--- src/rtl/mem_arbiter_pkg.sv ---
// Shared constants and helpers for the memory-port arbiter.
package mem_arbiter_pkg;
  localparam int ARB_RR    = 0;
  localparam int ARB_FIXED = 1;

  // Width of a port index or pointer; never below 1 so a single client still has a legal vector.
  function automatic int port_idx_w(input int n);
    return (n > 1) ? $clog2(n) : 1;
  endfunction
endpackage

--- src/rtl/rr_picker.sv ---
// Masked double-priority encoder: lowest requester at or above ptr, else lowest overall.
module rr_picker
  import mem_arbiter_pkg::*;
#(
  parameter int NUM_PORTS = 3,
  parameter int PTR_W     = port_idx_w(NUM_PORTS)
) (
  input  logic [NUM_PORTS-1:0] req,
  input  logic [PTR_W-1:0]     ptr,
  input  logic                 mode,
  output logic [NUM_PORTS-1:0] winner,
  output logic                 valid
);
  logic [NUM_PORTS-1:0] masked, pick_src;
  logic                 found;

  always_comb begin
    masked = '0;
    for (int i = 0; i < NUM_PORTS; i++)
      masked[i] = req[i] && (i >= int'(ptr));
    // Fixed mode ignores the pointer and falls straight to the unmasked encoder.
    pick_src = (mode || masked == '0) ? req : masked;
    winner   = '0;
    found    = 1'b0;
    for (int i = 0; i < NUM_PORTS; i++) begin
      if (pick_src[i] && !found) begin
        winner[i] = 1'b1;
        found     = 1'b1;
      end
    end
    valid = |req;
  end
endmodule

--- src/rtl/mem_arbiter.sv ---
// N-client arbiter onto one synchronous memory port; read data is routed back by a one-hot tag pipeline.
module mem_arbiter
  import mem_arbiter_pkg::*;
#(
  parameter int NUM_PORTS = 3,
  parameter int ADDR_W    = 16,
  parameter int DATA_W    = 16,
  parameter int ARB_MODE  = ARB_RR,
  parameter int MEM_LAT   = 1
) (
  input  logic                        clk,
  input  logic                        nreset,
  input  logic [NUM_PORTS-1:0]        req,
  input  logic [NUM_PORTS-1:0]        wr,
  input  logic [NUM_PORTS-1:0]        wide,
  input  logic [NUM_PORTS*ADDR_W-1:0] addr,
  input  logic [NUM_PORTS*DATA_W-1:0] din,
  output logic [NUM_PORTS-1:0]        grant,
  output logic [NUM_PORTS-1:0]        rvalid,
  output logic [DATA_W-1:0]           rdata,
  output logic                        mem_en,
  output logic                        mem_wr,
  output logic                        mem_wide,
  output logic [ADDR_W-1:0]           mem_addr,
  output logic [DATA_W-1:0]           mem_din,
  input  logic [DATA_W-1:0]           mem_dout
);
  localparam int PTR_W = port_idx_w(NUM_PORTS);

  logic [PTR_W-1:0]     ptr, win_idx;
  logic [NUM_PORTS-1:0] winner;
  logic                 win_vld;
  logic                 sel_wr, sel_wide;
  logic [ADDR_W-1:0]    sel_addr;
  logic [DATA_W-1:0]    sel_din;
  // Stage 0 lines up with the command register; stage MEM_LAT lines up with mem_dout.
  logic [MEM_LAT:0][NUM_PORTS-1:0] rd_tag_pipe;

  rr_picker #(.NUM_PORTS(NUM_PORTS), .PTR_W(PTR_W)) u_pick (
    .req    (req),
    .ptr    (ptr),
    .mode   (ARB_MODE == ARB_FIXED),
    .winner (winner),
    .valid  (win_vld)
  );

  always_comb begin
    win_idx  = '0;
    sel_wr   = 1'b0;
    sel_wide = 1'b0;
    sel_addr = '0;
    sel_din  = '0;
    for (int i = 0; i < NUM_PORTS; i++) begin
      if (winner[i]) begin
        win_idx  = PTR_W'(i);
        sel_wr   = wr[i];
        sel_wide = wide[i];
        sel_addr = addr[i*ADDR_W +: ADDR_W];
        sel_din  = din[i*DATA_W +: DATA_W];
      end
    end
  end

  assign grant  = nreset ? winner : '0;
  assign rvalid = rd_tag_pipe[MEM_LAT];
  assign rdata  = (|rvalid) ? mem_dout : '0;

  always_ff @(posedge clk or negedge nreset) begin
    if (!nreset) begin
      ptr         <= '0;
      mem_en      <= 1'b0;
      mem_wr      <= 1'b0;
      mem_wide    <= 1'b0;
      mem_addr    <= '0;
      mem_din     <= '0;
      rd_tag_pipe <= '0;
    end else begin
      mem_en <= win_vld;
      mem_wr <= win_vld && sel_wr;
      if (win_vld) begin
        mem_wide <= sel_wide;
        mem_addr <= sel_addr;
        mem_din  <= sel_din;
      end
      if (ARB_MODE == ARB_RR && win_vld)
        ptr <= (win_idx == PTR_W'(NUM_PORTS-1)) ? '0 : win_idx + PTR_W'(1);
      rd_tag_pipe[0] <= (win_vld && !sel_wr) ? winner : '0;
      for (int i = 1; i <= MEM_LAT; i++)
        rd_tag_pipe[i] <= rd_tag_pipe[i-1];
    end
  end
endmodule

--- config.mk ---
export PLATFORM = sky130hd
export DESIGN_NAME = mem_arbiter
export DESIGN_NICKNAME = d
export VERILOG_FILES = /design/src/rtl/mem_arbiter_pkg.sv /design/src/rtl/rr_picker.sv /design/src/rtl/mem_arbiter.sv
export SDC_FILE = /design/constraint.sdc
export NUM_CORES = 1
export LEC_CHECK = 0
export ABC_AREA = 1
export CAP_MARGIN = 20
export CORE_ASPECT_RATIO = 1.75
export CORE_MARGIN = 2
export CORE_UTILIZATION = 36
export CTS_CLUSTER_DIAMETER = 120
export DETAILED_ROUTE_END_ITERATION = 12
export MAX_ROUTING_LAYER = met4
export PLACE_DENSITY_LB_ADDON = 0.12
export REMOVE_ABC_BUFFERS = 1
export SLEW_MARGIN = 0
export SYNTH_ARGS = -nofsm -noshare
export SYNTH_HDL_FRONTEND = slang
export SYNTH_SLANG_ARGS = --single-unit
--- constraint.sdc ---
create_clock -name clk -period 4.28 [get_ports clk]
set_input_delay 0.856 -clock clk [delete_from_list [all_inputs] [get_ports clk]]
set_output_delay 0.856 -clock clk [all_outputs]
set_load 0.01 [all_outputs]
# == Word level (Yosys, flattened, before mapping) ==
# Index checks and enable logic that the tools add are counted.
# W data, S select, Z words.
# classes
addsub,1
n_reduce_logical,13
n_mux,23
eq_ne,1
n_lt_le_gt_ge,3
# ops
operator,n
$mux W16,7
$mux W1,11
$mux W3,3
$logic_and A1 B1 Y1,7
$reduce_or A3 Y1,2
$ge A1 B2 Y1 const A,2
$mux W2,2
$logic_not A1 Y1,3
$logic_not A3 Y1,1
$add A2 B1 Y2 const B,1
$eq A2 B2 Y1 const B,1
$ge A2 B2 Y1 const A,1
# word_totals
out_inout_bits,57
elab_cells,49
inputBits,123
regBits,43

# == Longest topological paths before layout ==
# Gate-level depths: netlist of run 1.
# logic_depth
depth_word,15
mapped_depth,9
depth_no_buf,8

# == Modules after synthesis ==
# Synthesis of run 1 repeated with hierarchy kept, for this count alone.
# unflattened
cells_unflattened,368
area_unflattened_um2,2575.0
# modules_own_cells
mod,seq_area_each_um2,n_inst,area_each_um2,cells_each
mem_arbiter,1076.0,1,2491.1,350
rr_picker,0.0,1,83.8,18

# == Worst setup path after synthesis of run 1 ==
# OpenSTA, ideal clock, no wires.
# synth_path
kind,input -> output
from,input port req[1]
to,output port grant[1]
t_required_ns,3.424
cell_stages,7
arrival_ns,1.614
n_path_buf,1
setup_slack_ns,1.810
cell_sequence,inv_1 nand2_2 nand2_4 nand2_2 buf_2 nand2_1 nor2_1
# synth_between
elab_chain_len,8
# synth_lines
element,line,source
start: declaration,mem_arbiter.sv:13,"input logic [NUM_PORTS-1:0] req,"
$logic_and A1 B1 Y1,rr_picker.sv:20,masked[i] = req[i] && (i >= int'(ptr));
$logic_not A3 Y1,rr_picker.sv:22,pick_src = (mode || masked == '0) ? req : masked;
$mux W3 *,rr_picker.sv:22,
$mux W1,rr_picker.sv:26,if (pick_src[i] && !found) begin
$logic_not A1 Y1,rr_picker.sv:26,
$logic_and A1 B1 Y1 *,rr_picker.sv:26,
$mux W1 *,rr_picker.sv:26,
$mux W3 *,mem_arbiter.sv:64,assign grant = nreset ? winner : '0;
end: declaration,mem_arbiter.sv:18,"output logic [NUM_PORTS-1:0] grant,"
# Every way passes the cells marked *; elsewhere a longest branch is shown, timed or not.

# == Final worst setup path of run 1 ==
# layout_path
from,input port req[2]
to,output port grant[1]
# layout_between
elab_chain_len,8
# layout_lines
element,line
$logic_and A1 B1 Y1 *,rr_picker.sv:20
$logic_not A3 Y1 *,rr_picker.sv:22
$mux W3 *,rr_picker.sv:22
$mux W1,rr_picker.sv:26
$logic_not A1 Y1,rr_picker.sv:26
$logic_and A1 B1 Y1 *,rr_picker.sv:26
$mux W1 *,rr_picker.sv:26
$mux W3 *,mem_arbiter.sv:64
# Marked as above.

==> run summary, run 1 <==
Outcome
* complete, no violations — outcome

Timing
* 0.650 ns — PnR worst setup slack
* 0.421 — relative slew slack
* 0.848 — share of the clock period used by the worst path after layout
* 0 — pins over their slew limit
* 275 MHz — maximum achievable frequency
* 0 — count of final setup violators
* 0.00602 ns — Clock Skews
* 0.868 ns — slew at the pin with the worst max-slew slack
* no — unrepaired setup endpoints after global routing
* 0 ns — total negative setup slack
* 0 — number of hold violations in the final report
* 3.63 ns — time the worst path needs with I/O delays and setup

Drt
* 0 — count of unresolved DRC violations after routing
* 9.25 mm — total wire length
* 195 — DRT iter0 DRCs
* 2,935 — overall via count from detail_route
* 4 — first drt pass iteration count
* 0 — residual antenna-violating net count after detailed routing
* 5.37 — Via-to-Cell Ratio
* 16.9 microns — post-detailed-route wirelength per cell

Pwr
* 1.78 nW — leakage power summed over all cells
* 0.232 — Clk pwr share
* 0.000871 W — Pint
* 296 mW/mm^2 — Power Density
* 0.000379 W — net switching power
* 0.303 — switching share of power
* 0.373 — part of the power in combinational logic
* 0.394 — sequential group share of total power
* 0.180 mV — highest ir drop seen on vdd

Critical path
* primary input to output pin — crit path kind
* 2.42 ns — worst reg-to-reg setup slack
* 7 — worst-case reg-to-reg path depth
* ptr[1] — Reg2Reg Launch Point
* rd_tag_pipe[1] — reg2reg end
* 3.42 ns — data required time of the worst path
* 2.77 ns — signal arrival time at the worst endpoint
* 35 — biggest fanout along the worst timing path
* output pin — Worst setup EP type
* primary input — Setup crit start kind

Logic synthesis
* 0 — fraction of synthesized cell area in xor and xnor cells
* 0.437 — Post-Synth Simple-Gate Area
* 300 — post-synthesis instance total
* 0 — number of warnings printed during yosys synthesis
* 0 — post-synthesis mux area share
* 0.00234 sq mm — post-synthesis instance area
* 0 — Synth Area in Adders
* 43 — count of state elements after synthesis
* 0.00428 — complex-gate fraction of the synthesized area
* 20 — number of distinct standard cells referenced by the synthesized netlist
* 0.460 — sequential-to-total area share from yosys stat
* 7.80 sq um — mean instance size in the synthesized netlist
* simple AND/OR/NAND/NOR gates — combinational family with the most area after synthesis

Job
* 0 — max_cap viols

Finish
* 0 — Antenna Diode Count
* 0.0535 — layout cells sized above 1
* 0.00423 sq mm — Design Area, Final
* 589 — number of nets in the layout
* 80.7% — area growth from synthesis to final layout
* 521 — FILL cells

Floorplanning
* 0.00623 sq mm — placeable core region
* 0.00719 sq mm — total die area
* 0.376 — Initial Util
* 38 — Site Rows
* 64.9 microns — die span in x
* 111 microns — DIE HEIGHT
* 180 — Top-Level Pins

Place
* 0.00413 sq mm — DP Area
* 179 — # port buffers
* 6.71 mm — placed wire-length estimate
* 0.823 — routability cong.
* 0.643 ns — worst setup slack before clock tree synthesis

Min path
* register to register — class of the most critical hold timing path
* rvalid[2] — hold path endpoint
* 0 — cell count of the worst hold path
* rd_tag_pipe[2] — min-delay src

Clocking
* 0 — Gates resized, CTS repair
* 0.31 ns — clock latency at the later pin of the worst-skew pair
* done — clock tree from TritonCTS
* 5 — Inserted Clock Buffers
* sky130_fd_sc_hd__clkbuf_8 — clock root buffer master
* 0 — number of hold buffers added after CTS
* 0.08 ns — clock-pin transition on the worst setup and hold timing paths
* 2 — maximum clock insertion buffer count
* 2 — count of H-tree levels built during CTS
* 0 — Setup Fix Bufs, Post-CTS
* 43 — TritonCTS sink count

Global routing
* 0 — antenna violations before repair
* 44 — pin count of the biggest net entering global routing
* 14.8 mm — global-route wire length before repair
* 0 — GRT Residual Overflow
* 2,963 — vias in the first global route
* 0.272 — total global routing track utilization

## worst max-delay path: stages
cell                              delay, ns
sky130_fd_sc_hd__clkdlybuf4s50_1       0.45
sky130_fd_sc_hd__nand3_2               0.10
sky130_fd_sc_hd__nand2_1               0.06
sky130_fd_sc_hd__inv_2                 0.45
sky130_fd_sc_hd__nand2_1               0.20
sky130_fd_sc_hd__nor2_1                0.12
sky130_fd_sc_hd__clkdlybuf4s50_1       0.54
## final cells by class
cell class,instances,area [sq um],share of cell area
multi-input cells,208,1030,0.244
inverters,23,88.8,0.0210
well taps,80,100,0.0237
clock buffers,8,100,0.0237
flip-flops and latches,43,1080,0.254
repair buffers,185,1830,0.433
## cell usage after synthesis (all sizes together)
cell type	number	share of area
nor2	24	0.041
nor3	1	0.0021
a21oi	1	0.0021
o21ai	1	0.0021
buf	17	0.047
nand4	68	0.18
clkbuf	9	0.014
nand2	75	0.13
dfrtp	43	0.46
inv	23	0.038
nand3	38	0.086
## power by group through the flow
| stage | registers, W | logic [W] | clock network (W) |
|---|---|---|---|
| after floorplan | 0.000520 | 0.000128 | 0 |
| after global placement | 0.000499 | 0.000463 | 0 |
| after detailed placement | 0.000499 | 0.000469 | 0 |
| after CTS | 0.000493 | 0.000470 | 0.000298 |
| after global routing | 0.000500 | 0.000501 | 0.000314 |
| final | 0.000493 | 0.000467 | 0.000291 |
## layer usage
layer  up-vias  routed length (microns)  track usage
met4         0                      325        0.119
met2       166                     5020        0.485
met3        24                      778       0.0642
met5         -                        0            -
met1      1380                     3130        0.275
li1       1365                        -            -
## stage by stage
stage / hold WS [ns] / std cells / utilization / power, W
finish: 0.349 / 547 / 0.679 / 0.00125
global placement: 0.332 / 539 / 0.663 / 0.000961
global route: 0.365 / 547 / 0.679 / 0.00131
CTS: 0.350 / 547 / 0.679 / 0.00126
floorplan: 0.331 / 274 / - / 0.000648
detailed placement: 0.336 / 539 / 0.663 / 0.000968
## registers in the layout, indices dropped and copies added (netlist names)
register / cells
rvalid: 3
mem_wr: 1
mem_addr: 16
mem_din: 16
mem_wide: 1
mem_en: 1
ptr: 2
rd_tag_pipe: 3
## how the worst max path moves through the flow
stage | end | start | slack [ns]
floorplan | grant[1] | req[2] | 1.47
global placement | grant[1] | req[2] | 0.65
detailed placement | grant[1] | req[2] | 0.64
CTS | grant[1] | req[2] | 0.64
global route | grant[1] | req[2] | 0.48
finish | grant[1] | req[2] | 0.65
## logic make-up (layout without fill, tap and decap cells)
logic type	Yosys count	count (layout)
AOI/OAI and AO/OA	2	2
buffers and inverters	49	216
and+or+nand+nor	206	206
DFF	43	43
## cells in the final DEF, fill, tap and decap left out, drive strengths merged
cell type	n
buf	7
nand4	68
nand2	75
clkdlybuf4s50	178
nand3	38
nor2	24
o21ai	1
nor3	1
inv	23
a21oi	1
clkbuf	8
dfrtp	43
Note: power is estimated with default switching activity, not from simulation.
==> inputs of run 2 (changes only) <==
--- a/config.mk
+++ b/config.mk
@@ -9,7 +9,7 @@
 export CAP_MARGIN = 20
 export CORE_ASPECT_RATIO = 1.75
 export CORE_MARGIN = 2
-export CORE_UTILIZATION = 36
+export CORE_UTILIZATION = 34
 export CTS_CLUSTER_DIAMETER = 120
 export DETAILED_ROUTE_END_ITERATION = 12
 export MAX_ROUTING_LAYER = met4
==> constraint.sdc (replaced) <==
create_clock -name clk -period 3.44 [get_ports clk]
set_input_delay 0.688 -clock clk [delete_from_list [all_inputs] [get_ports clk]]
set_output_delay 0.688 -clock clk [all_outputs]
set_load 0.01 [all_outputs]
==> run summary, run 2 (same netlist as run 1, synthesis figures left out) <==
Outcome
* complete, no violations — outcome

Critical path
* 2.31 ns — signal arrival time at the worst endpoint, -0.46 ns
* rd_tag_pipe[2] — reg2reg end
* 8 — biggest fanout along the worst timing path, -77%
* req[0] — startpoint of the most critical setup path
* 7 — worst-case reg-to-reg path depth, unchanged
* 1.78 ns — worst reg-to-reg setup slack, -0.64 ns
* output pin — Worst setup EP type
* primary input — Setup crit start kind
* 2.75 ns — data required time of the worst path, -0.67 ns
* ptr[1] — Reg2Reg Launch Point
* primary input to output pin — crit path kind

Pwr
* 0.197 mV — highest ir drop seen on vdd, +9.3%
* 402 mW/mm^2 — Power Density, +36%
* 1.84 nW — leakage power summed over all cells, +3.0%

Timing
* 334 MHz — maximum achievable frequency
* 0 — number of hold violations in the final report, unchanged
* 2.99 ns — time the worst path needs with I/O delays and setup
* 0 — count of final setup violators, unchanged
* 0.555 ns — slew at the pin with the worst max-slew slack, -0.313 ns
* 0 ns — total negative setup slack, unchanged
* no — unrepaired setup endpoints after global routing
* 0.446 ns — PnR worst setup slack, -0.204 ns
* 0.00355 ns — Clock Skews, -0.00247 ns
* 0 — pins over their slew limit, unchanged
* 0.870 — share of the clock period used by the worst path after layout
* 0.630 — relative slew slack, +0.209

Finish
* 0.00108 sq mm — register area, unchanged
* 178 x sky130_fd_sc_hd__clkdlybuf4s50_1, 71 x sky130_fd_sc_hd__nand2_1, 68 x sky130_fd_sc_hd__nand4_1, 43 x sky130_fd_sc_hd__dfrtp_1, 36 x sky130_fd_sc_hd__nand3_1 — most frequent cells in the layout
* sky130_fd_sc_hd__clkdlybuf4s50_1 — commonest non-fill, non-tap cell in the layout
* 0.00103 sq mm — multi-input combinational cell area, unchanged
* 637 — FILL cells, +22%
* 0.0637 — layout cells sized above 1, +0.0102
* 0.00434 sq mm — Design Area, Final, +2.6%
* 85.4% — area growth from synthesis to final layout
* 0 — Antenna Diode Count, unchanged
* 593 — number of nets in the layout, +0.68%
* mem_addr x16, mem_din x16 — registers with the highest flip-flop counts

Place
* 179 — # port buffers, unchanged
* 0.00416 sq mm — DP Area, +0.85%
* 0.865 — routability cong., +5.1%
* 6.65 mm — placed wire-length estimate, -0.99%
* 0.426 ns — worst setup slack before clock tree synthesis, -0.217 ns

Drt
* 16.4 microns — post-detailed-route wirelength per cell, -3.3%
* 9.08 mm — total wire length, -1.9%
* 125 — DRT iter0 DRCs, -36%
* 0 — count of unresolved DRC violations after routing, unchanged
* 4 — first drt pass iteration count, unchanged
* 2,892 — overall via count from detail_route, -1.5%
* 0 — residual antenna-violating net count after detailed routing, unchanged
* 5.21 — Via-to-Cell Ratio, -2.9%

Floorplanning
* 66.7 microns — die span in x, +2.7%
* 0.00759 sq mm — total die area, +5.6%
* 0.00676 sq mm — placeable core region, +8.5%
* 40 — Site Rows, +5.3%
* 0.346 — Initial Util, -0.0294
* 114 microns — DIE HEIGHT, +2.8%
* 180 — Top-Level Pins, unchanged

Min path
* rvalid[0] — hold path endpoint
* 0 — cell count of the worst hold path, unchanged
* register to register — class of the most critical hold timing path
* rd_tag_pipe[0] — min-delay src

Job
* 0 — max_cap viols, unchanged

Global routing
* 0 — GRT Residual Overflow, unchanged
* 14.2 mm — global-route wire length before repair, -4.2%
* 0.251 — total global routing track utilization, -0.0218
* 2,973 — vias in the first global route, +0.34%
* 0 — antenna violations before repair, unchanged
* 44 — pin count of the biggest net entering global routing, unchanged

Clocking
* 0 — number of hold buffers added after CTS, unchanged
* sky130_fd_sc_hd__clkbuf_16 — clock root buffer master
* 43 — TritonCTS sink count, unchanged
* 0.06 ns — clock-pin transition on the worst setup and hold timing paths, -0.02 ns
* done — clock tree from TritonCTS
* 2 — count of H-tree levels built during CTS, unchanged
* 5 — Inserted Clock Buffers, unchanged
* 0.28 ns — clock latency at the later pin of the worst-skew pair, -0.03 ns
* 2 — maximum clock insertion buffer count, unchanged
* 0 — Gates resized, CTS repair, unchanged
* 0 — Setup Fix Bufs, Post-CTS, unchanged

[run 2: worst max path at each step]
stage          depth (start not counted)       end  slack, ns
2_1_floorplan                          5  grant[1]       0.97
3_3_place_gp                           4  grant[0]       0.50
3_5_place_dp                           4  grant[0]       0.43
4_1_cts                                4  grant[0]       0.43
5_1_grt                                5  grant[2]       0.38
6_report                               4  grant[0]       0.45
[run 2: layer usage]
| layer | track usage | wire length [microns] | part of all wire |
|---|---|---|---|
| met3 | 0.0424 | 701 | 0.077 |
| met5 | - | 0 | 0 |
| met1 | 0.254 | 3120 | 0.34 |
| met2 | 0.455 | 4910 | 0.54 |
| met4 | 0.113 | 350 | 0.039 |
[run 2: layout make-up]
class	instances	area share
clock inverter	2	0.00808
inverter	23	0.0205
tap	84	0.0242
multi-input combinational	208	0.238
timing repair buffer	189	0.429
sequential	43	0.248
clock buffer	6	0.0320
[run 2: critical path, stage by stage]
cell and delay [ns]:
sky130_fd_sc_hd__clkdlybuf4s50_1 0.73, sky130_fd_sc_hd__nand3_2 0.22, sky130_fd_sc_hd__nor2_1 0.13, sky130_fd_sc_hd__clkdlybuf4s50_1 0.54
[run 2: power breakdown]
group	total (W)	internal [W]	switching, W
Sequential	0.000613	0.000574	0.0000382
Combinational	0.000587	0.000331	0.000255
Clock	0.000543	0.000361	0.000183
Total	0.00174	0.00127	0.000476
[run 2: through the flow]
stage / utilization / hold slack, ns / instances / total power (W)
final: 0.642 / 0.349 / 555 / 0.00174
after global routing: 0.642 / 0.351 / 555 / 0.00184
after CTS: 0.642 / 0.350 / 555 / 0.00176
after detailed placement: 0.616 / 0.337 / 547 / 0.00121
after global placement: 0.616 / 0.332 / 547 / 0.00120
after floorplan: - / 0.331 / 274 / 0.000806
==> patch 1: new RTL, config.mk and constraints of run 1 <==
Change the parameter `DATA_W` from 16 to 20.
--- a/src/rtl/mem_arbiter.sv
+++ b/src/rtl/mem_arbiter.sv
@@ -6,3 +6,3 @@
   parameter int ADDR_W    = 16,
-  parameter int DATA_W    = 16,
+  parameter int DATA_W    = 20,
   parameter int ARB_MODE  = ARB_RR,
Ports: changed (resized din, mem_din, mem_dout and rdata); port bits go from 180 to 204. No check against the original RTL was run, so the function may have changed too.
==> patch 1 against run 1 <==
  * Global-route usage is 1.2 points lower
  * Total power is 22% higher
  * Wire length is 10% higher
  * Largest power group unchanged
  * Setup slack better by 34 ps
  * Synthesized area is 11% higher
  * Design area is 13% higher
  * Non-clock buffer count is 25 higher
  * Sequential cell count is 4 higher
==> patch 1: results (changes against run 1) <==
- Status: completed
- Buffers, non-clock: 210 (+14%)
- Post-synth top area share: 45.1% (-0.86 points)
- DR WL met3: 946 um (+22%)
- Worst skew pair latency: 290 ps (-20 ps)
- Max IR drop VDD: 161 uV (-11%)
- Lkg Pwr: 0.00202 uW (+14%)
- Initial DRC Count: 236 (+21%)
- Multi-input combinational area share: 24.0% (-0.40 points)
- TritonRoute pass-1 iters: 5 (+1)
- Commonest cells in the synthesized netlist: 79 x nand2_1, 76 x nand4_1, 47 x dfrtp_1
- FFs & Latches: 47 (+9.3%)
- Multi-input logic area: 1150 um^2 (+11%)
- Routed Wire Length: 10200 um (+10%)
- PortBufs: 203 (+13%)
- Clk cell area share: 3.63% (+1.3 points)
- Signal inverters: 27 (+17%)
- Synth top area cells: dfrtp_1 45%, nand4_1 18%, nand2_1 11%
- Tot GR Track Use: 26.0% (-1.2 points)
- Met2 usage: 46.4% (-2.1 points)
- Chip width: 68.3 um (+5.2%)
- Nets: 662 (+12%)
- Worst Tran Pin Value: 981 ps (+113 ps)
- Placed cell areas: 4600 um^2 (+12%)
- Max FO, Critical Path: 15 (-57%)
- Met1 WL: 3370 um (+7.7%)
- Pre-CTS worst setup slack: 672 ps (+28.7 ps)
- Vias in the first global route: 3140 (+6.0%)
- Compound-Gate Fraction of Synth Area: 0.384% (-0.044 points)
- Met1 usage: 27.6% (+0.16 points)
- Vias per std cell: 5.29 (-1.4%)
- Inst Count DP: 601 (+12%)
- Root Driver: clkbuf_16
- Share of layout cells above drive strength 1: 5.73% (+0.37 points)
- Met3 usage: 5.11% (-1.3 points)
- Top Registers: mem_din x20, mem_addr x16
- Count of cell types in the netlist: 17 (-15%)
- Placer congestion estimate: 0.883 (+7.3%)
- HPWL Detailed: 7340 um (+9.4%)
- Mean area per synthesized cell: 7.71 um^2 (-1.1%)
- Skew final: 7.86 ps (+1.84 ps)
- Seq/total area: 24.6% (-0.89 points)
- # fillers: 618 (+19%)
- Comb_multi_in: 232 (+12%)
-- patch 1: cell types whose count changed after synthesis, moves of 3 or more --
cell,before,now
buf_2,9,13
buf_4,3,6
dfrtp_1,43,47
nand2_1,71,79
nand3_1,36,40
nand4_1,68,76
nor2_1,22,28
-- patch 1: power by group through the flow --
stage	combinational, uW	sequential [uW]	clock [uW]
3_5_place_dp	529	547	0
5_1_grt	575	548	484
4_1_cts	531	541	465
2_1_floorplan	143	570	0
6_report	530	540	456
3_3_place_gp	522	545	0
-- patch 1: worst paths after layout --
check,startpoint,to,slack (ps)
max reg2reg,ptr[1],rd_tag_pipe[0],2460
max,req[2],grant[2],680
max in group asynchronous,nreset,mem_addr[1],3170
min reg2reg,rd_tag_pipe[0],rvalid[0],340
min,rd_tag_pipe[0],rvalid[0],340
min in group asynchronous,nreset,mem_addr[2],690
==> patch 2: new RTL, flow settings as in run 1 <==
Without the edit above. Make the reset (`nreset`) synchronous in one clocked block.
--- a/src/rtl/mem_arbiter.sv
+++ b/src/rtl/mem_arbiter.sv
@@ -67,3 +67,3 @@
 
-  always_ff @(posedge clk or negedge nreset) begin
+  always_ff @(posedge clk) begin
     if (!nreset) begin
Function: differs if nreset is asserted again (counterexample within 4 cycles, from zero or initial values and one cycle with nreset low); with nreset held inactive, the same outputs for 10 cycles.
==> patch 2 against run 1 <==
  * Wire length fell by 6.1%
  * Setup slack improved by 56 ps
  * Clock skew increased by 2.9 ps
  * Total power is 0.28% higher
  * Clock power is 30% higher
  * Hold slack improved by 67 ps
  * Synthesized cell count is 38% higher
  * Final cell count up 21%
  * Sequential cell count did not move
  * Synthesized area rose by 5.5%
  * Design area increased by 4.1%
  * Critical endpoint is now grant[0]
  * Largest cell class unchanged
  * Largest power group unchanged
  * Highest routed layer unchanged
==> patch 2: results (changes against run 1) <==
- Via count: 3173 (+8.1%)
- Worst EP arrival: 2720 ps (-50 ps)
- Synth top area cells: dfxtp_1 35%, nand2_1 17%, nand3_1 14%
- First-pass GRT wire length: 13800 um (-6.5%)
- Commonest cells in the synthesized netlist: 109 x nand2_1, 90 x nor2_1, 70 x nand3_1
- Seq pwr: 454 uW (-7.9%)
- # fillers: 609 (+17%)
- Sw frac: 29.5% (-0.82 points)
- Compound-Gate Fraction of Synth Area: 8.42% (+8.0 points)
- Crit path largest cell delay: 570 ps (+30 ps)
- R2R setup slack: 2490 ps (+70 ps)
- Status: completed
- P_comb: 422 uW (-9.6%)
- Post-synth top area share: 34.9% (-11 points)
- Lkg Pwr: 0.00206 uW (+15%)
- Initial antenna violation count: 1 (+1)
- Skew final: 8.91 ps (+2.89 ps)
- Critical Path End: grant[0]
- Vias in the first global route: 3032 (+2.3%)
- Nets: 699 (+19%)
- Worst reg2reg path startpoint: ptr[1]
- Sequential-to-total area share from yosys stat: 34.9% (-11 points)
- Count of cell types in the netlist: 18 (-10%)
- Worst skew pair latency: 280 ps (-30 ps)
- Worst r2r dst: rd_tag_pipe[2]
-- patch 2: worst min path at each step --
stage          slack [ps]      startpoint   endpoint  cells after the start
4_1_cts               420  rd_tag_pipe[1]  rvalid[1]                      2
3_5_place_dp          400  rd_tag_pipe[0]  rvalid[0]                      2
5_1_grt               430  rd_tag_pipe[1]  rvalid[1]                      2
3_3_place_gp          400  rd_tag_pipe[0]  rvalid[0]                      2
6_report              420  rd_tag_pipe[1]  rvalid[1]                      2
2_1_floorplan         390  rd_tag_pipe[0]  rvalid[0]                      2
-- patch 2: through the flow --
step	instances	area [um^2]	setup WS, ps	total power [uW]	hold slack (ps)
3_5_place_dp	651	4250	716	886	401
2_1_floorplan	384	2310	1110	633	390
3_3_place_gp	651	4250	779	878	401
4_1_cts	659	4400	716	1260	419
5_1_grt	660	4400	565	1330	432
6_report	660	4400	706	1250	416
-- patch 2: layout make-up --
| type | count | area, um^2 | share of cell area, % |
|---|---|---|---|
| diodes | 1 | 2.50 | 0.0569 |
| clock inverters | 3 | 23.8 | 0.540 |
| multi-input cells | 313 | 1350 | 30.6 |
| inverters | 28 | 105 | 2.39 |
| repair buffers | 185 | 1840 | 41.7 |
| flip-flops and latches | 43 | 861 | 19.6 |
| clock buffers | 5 | 125 | 2.84 |
| well taps | 82 | 103 | 2.33 |
-- patch 2: layer usage --
| layer | vias to the layer above | global-route usage [%] | wire length [um] |
|---|---|---|---|
| met5 | - | - | 0 |
| met4 | 0 | 11.4 | 365 |
| met3 | 23 | 5.33 | 648 |
| met2 | 136 | 44.5 | 4710 |
| met1 | 1381 | 22.5 | 2960 |
| li1 | 1633 | - | - |
-- patch 2: cells by family after synthesis --
| kind of cell | after synthesis |
|---|---|
| and+or+nand+nor | 275 |
| buffers and inverters | 59 |
| AOI/OAI and AO/OA | 38 |
| DFF | 43 |
